<file path="src/rtl/led_test_pkg.sv">
// Shared types and constants for the LED matrix self-test sequencer.
package led_test_pkg;

    localparam int NUM_ROWS        = 16;
    localparam int NUM_COLS        = 16;
    localparam int BOARD_ROW_FIRST = 10;
    localparam logic [NUM_COLS-1:0] BOARD_ROW_MASK = 16'hFE00;

    typedef enum logic [2:0] {
        SOLID_RED,
        SOLID_GRN,
        SOLID_YEL,
        BOARD,
        CHECKER,
        SWEEP
    } phase_t;

    typedef logic [NUM_ROWS-1:0][NUM_COLS-1:0] frame_t;

endpackage

</file>
<file path="src/rtl/led_pattern_gen.sv">
// Combinational map from (phase, sweep column) to the red and green frames.
module led_pattern_gen
    import led_test_pkg::*;
(
    input  phase_t     phase,
    input  logic [3:0] col,
    output frame_t     red,
    output frame_t     grn
);

    always_comb begin
        // NOTE: every output gets a default before the case so no path leaves it unassigned (no latch).
        red = '0;
        grn = '0;
        case (phase)
            SOLID_RED: red = '1;
            SOLID_GRN: grn = '1;
            SOLID_YEL: begin
                red = '1;
                grn = '1;
            end
            BOARD: begin
                for (int r = BOARD_ROW_FIRST; r < NUM_ROWS; r++)
                    red[r] = BOARD_ROW_MASK;
            end
            CHECKER: begin
                for (int r = 0; r < NUM_ROWS; r++)
                    for (int c = 0; c < NUM_COLS; c++) begin
                        red[r][c] = ((r + c) % 2) == 0;
                        grn[r][c] = ((r + c) % 2) != 0;
                    end
            end
            SWEEP: begin
                for (int r = 0; r < NUM_ROWS; r++)
                    grn[r][col] = 1'b1;
            end
            default: ;
        endcase
    end

endmodule

</file>
<file path="config.mk">
export PLATFORM = sky130hd
export DESIGN_NAME = led_pattern_gen
export DESIGN_NICKNAME = d
export VERILOG_FILES = /design/src/rtl/led_test_pkg.sv /design/src/rtl/led_pattern_gen.sv
export SDC_FILE = /design/constraint.sdc
export NUM_CORES = 1
export LEC_CHECK = 0
export ABC_AREA = 0
export CAP_MARGIN = 5
export CELL_PAD_IN_SITES_DETAIL_PLACEMENT = 1
export CELL_PAD_IN_SITES_GLOBAL_PLACEMENT = 1
export CORE_AREA = 4 4 198 200
export DETAILED_ROUTE_END_ITERATION = 12
export DIE_AREA = 0 0 202 204
export PLACE_DENSITY_LB_ADDON = 0.1
export RECOVER_POWER = 25
export SLEW_MARGIN = 10
export SYNTH_ARGS = -nofsm -noshare
export SYNTH_HDL_FRONTEND = slang
export SYNTH_SLANG_ARGS = --single-unit
</file>
<file path="constraint.sdc">
create_clock -name vclk -period 9.54
set_clock_uncertainty 0.05 [all_clocks]
set_input_delay 1.431 -clock vclk [all_inputs]
set_output_delay 1.431 -clock vclk [all_outputs]
set_load 0.05 [all_outputs]
</file>
# Word-level counts from Yosys, hierarchy flattened
# Cells that the tools add are included.
dict set report op_classes {
  mux 5
  reduce_logical 4
  eq_ne 5
  order_cmp 2
}
# cell count
set ops {}
lappend ops {{$pmux W256 S3} 1}
lappend ops {{$pmux W160 S2} 1}
lappend ops {{$pmux W96 S3} 1}
lappend ops {{$eq A3 B2 Y1 const B} 2}
lappend ops {{$eq A3 B3 Y1 const B} 2}
lappend ops {{$lt A4 B5 Y1 const B} 1}
lappend ops {{$demux W1 S4} 1}
lappend ops {{$ge A4 B1 Y1 const B} 1}
lappend ops {{$reduce_or A2 Y1} 2}
lappend ops {{$eq A3 B1 Y1 const B} 1}
lappend ops {{$logic_not A3 Y1} 1}
lappend ops {{$logic_and A1 B1 Y1} 1}
lappend ops {{$mux W1} 1}
dict set report totals {
  word_cells 16
  regBits 0
  inputBits 7
  out_inout_bits 512
}

# Depth between registers and ports, before layout
dict set report logic_depth {
  word_depth 5
  mapped_depth 6
  depth_no_buf 3
}

# Worst setup path after synthesis
# No wires, ideal clock.
dict set report synth_path {
  path_type {in2out}
  startpoint {input phase[0]}
  endpoint {output red[100] (netlist bit)}
  path_slack_ns 1.240
  stages 3
  required_time_ns 8.059
  path_buffers 2
  t_arrival_ns 6.819
  cell_sequence {buf_4 a21oi_1 buf_4}
}
# element line
set synth_rtl {}
lappend synth_rtl {{from (decl)} led_pattern_gen.sv:5} ;# input phase_t phase,
lappend synth_rtl {{to (decl)} led_pattern_gen.sv:7} ;# output frame_t red,

==> flow_metrics.env <==
export IMPL_num_vias=2828
export IMPL_netlist_area_um2=3940
export IMPL_drt_iter0_drc=86
export IMPL_p_sw_share_pct=73.6
export IMPL_placed_area_um2=6240
export IMPL_status="complete, but fails checks"
export IMPL_first_pass_iters=3
export IMPL_grt_pass1_vias=3061
export IMPL_final_hold_violation_count=0
export IMPL_most_common_layout_cells="clkdlybuf4s50_1, dlygate4sd3_1, nand2_1, o21ai_0"
export IMPL_grt_pass1_wl_um=23000
export IMPL_grt_use_total_pct=7.20
export IMPL_drive_gt1_share_pct=2.56
export IMPL_synth_yosys_warnings=0
export IMPL_p_leak_nw=2.30
export IMPL_grt_max_degree=108
export IMPL_finalNonFillerCells=1099
export IMPL_drtAntennaViolNets=0
export IMPL_p_sw_uw=684
export IMPL_rsz0062_at_grt="no"
export IMPL_crit_path_max_incr_delay_ns=1.58
export IMPL_fmax_mhz=155
export IMPL_place_gp_congestion=0.674
export IMPL_dieWidth_um=202
export IMPL_mostFrequentLayoutCell="clkdlybuf4s50_1"
export IMPL_io_buffers=519
export IMPL_clockBufferCount=0
export IMPL_hold_path_class="input port to output port"
export IMPL_yosysSeqAreaShare_pct=0
export IMPL_vdd_ir_drop_max_mv=0.0442
export IMPL_finalWirelength_um=17100
export IMPL_report_final_slew_viol_count=81
export IMPL_hold_end="grn[167]"
export IMPL_core_um2=37400
export IMPL_antenna_found_initial=4
export IMPL_design_seq_count=0
export IMPL_synth_cell_types=21
export IMPL_p_comb_share_pct=100.0
export IMPL_start_util_pct=10.5
export IMPL_critPathCaptureType="output port"
export IMPL_syn_inst=539
export IMPL_tns_ns=0
export IMPL_finalSetupViolCount=0
export IMPL_worstPathRequired_ns=8.06
export IMPL_seq_power_share_pct=0
export IMPL_cap_viol_max_count=1
export IMPL_drc=0
export IMPL_crit_arrival_ns=4.95
export IMPL_rows=71
export IMPL_whs_path_depth=5
export IMPL_path_cells="clkdlybuf4s50_1 -> nor2_4 -> clkbuf_1 -> dlygate4sd3_1"
export IMPL_max_slew_margin_pct=-47.5
export IMPL_violations="max-capacitance violations, max-slew violations"
export IMPL_nFillCells=4382
export IMPL_worstSetupPathType="input port to output port"
export IMPL_viasPerCell=2.57
export IMPL_regArea_um2=0
export IMPL_period_share_pct=67.4
export IMPL_gr_total_overflow=0
export IMPL_startpoint_type="input port"
export IMPL_power_uw=930
export IMPL_postCtsSetupBuffers=0
export IMPL_synth_nets=546
export IMPL_power_frac_clock_pct=0
export IMPL_wl_per_cell_um=15.6
export IMPL_p_int_uw=246
export IMPL_syn_to_final_growth_pct=58.7
export IMPL_p_per_area_nw_per_um2=149
export IMPL_cts_hold_buffers_added=0
export IMPL_crit_fanout=80
export IMPL_worst_pin_slew_ns=2.21
export IMPL_final_util_pct=16.7
export IMPL_nets=595
export IMPL_post_cts_resized=0
export IMPL_dpl_cell_count=1097
export IMPL_num_io_pins=519
export IMPL_hpwlAfterDp_um=14600
export IMPL_finalInstanceArea_um2=6240
export IMPL_die_area_um2=41200
export IMPL_min_period_ns=6.43
export IMPL_syn_area_per_cell_um2=7.30
export IMPL_cp_slowest_cell="clkbuf_1"
export IMPL_die_h_um=204
export IMPL_hp_start="col[1]"
power by group through the flow:
stage,Sequential [mW],Combinational [mW],Clock (mW)
6_report,0,0.930,0.0000000281
4_1_cts,0,0.955,0
5_1_grt,0,0.958,0.0000000141
2_1_floorplan,0,0.831,0
3_5_place_dp,0,0.953,0
3_3_place_gp,0,0.961,0
cell usage after synthesis (all sizes together):
master	number	area, um^2
and4b	1	11.3
nand2	17	63.8
and2b	1	7.51
and4bb	1	12.5
a21oi	2	10.0
or3b	1	8.76
nor2	3	11.3
nand2b	4	32.5
nor3	1	5.00
o21ai	24	124
o21bai	1	18.8
nor3b	1	7.51
or2	1	6.26
nor2b	1	6.26
buf	479	3600
xor2	1	8.76
stage by stage:
stage	worst slack, ns	hold WS, ns
final	3.11	4.50
after global routing	2.58	4.55
after CTS	3.23	4.48
after detailed placement	3.23	4.48
after global placement	3.33	4.46
after floorplan	1.24	3.25
how the worst max path moves through the flow:
stage                  start  endpoint  slack, ns  cells past startpoint
floorplan           phase[0]  red[100]       1.24                      3
global placement    phase[2]   grn[95]       3.33                      5
detailed placement  phase[2]   grn[95]       3.23                      5
CTS                 phase[2]   grn[95]       3.23                      5
global route        phase[2]  red[126]       2.58                      4
finish              phase[2]   red[69]       3.11                      4
final cells by class:
cell class / instances / area, um^2 / area share, %
repair buffers: 526 / 5240 / 84.0
well taps: 511 / 639 / 10.2
diodes: 2 / 5.00 / 0.0802
multi-input cells: 60 / 355 / 5.69
critical path, delay by kind of cell:
family	cells	cell delay [ns]
buffers and inverters	3	3.33
and+or+nand+nor	1	0.16
per-layer routing:
metal | routed length, um | vias up | global-route usage, %
met5 | 27 | - | 0
met1 | 5950 | 1259 | 7.53
met4 | 10 | 4 | 0.244
met2 | 9130 | 289 | 14.1
li1 | - | 1272 | -
met3 | 2020 | 4 | 3.01
kinds of logic (layout without fill, tap and decap cells):
kind of cell / after synthesis / after routing / share of synthesized area (%)
AO/OA/AOI/OAI: 27 / 27 / 3.88
AND/OR/NAND/NOR: 32 / 32 / 4.39
buffers and inverters: 479 / 526 / 91.5
XOR/XNOR: 1 / 1 / 0.223
other: 0 / 2 / 0
No activity file was read; power rests on OpenSTA's default activity.
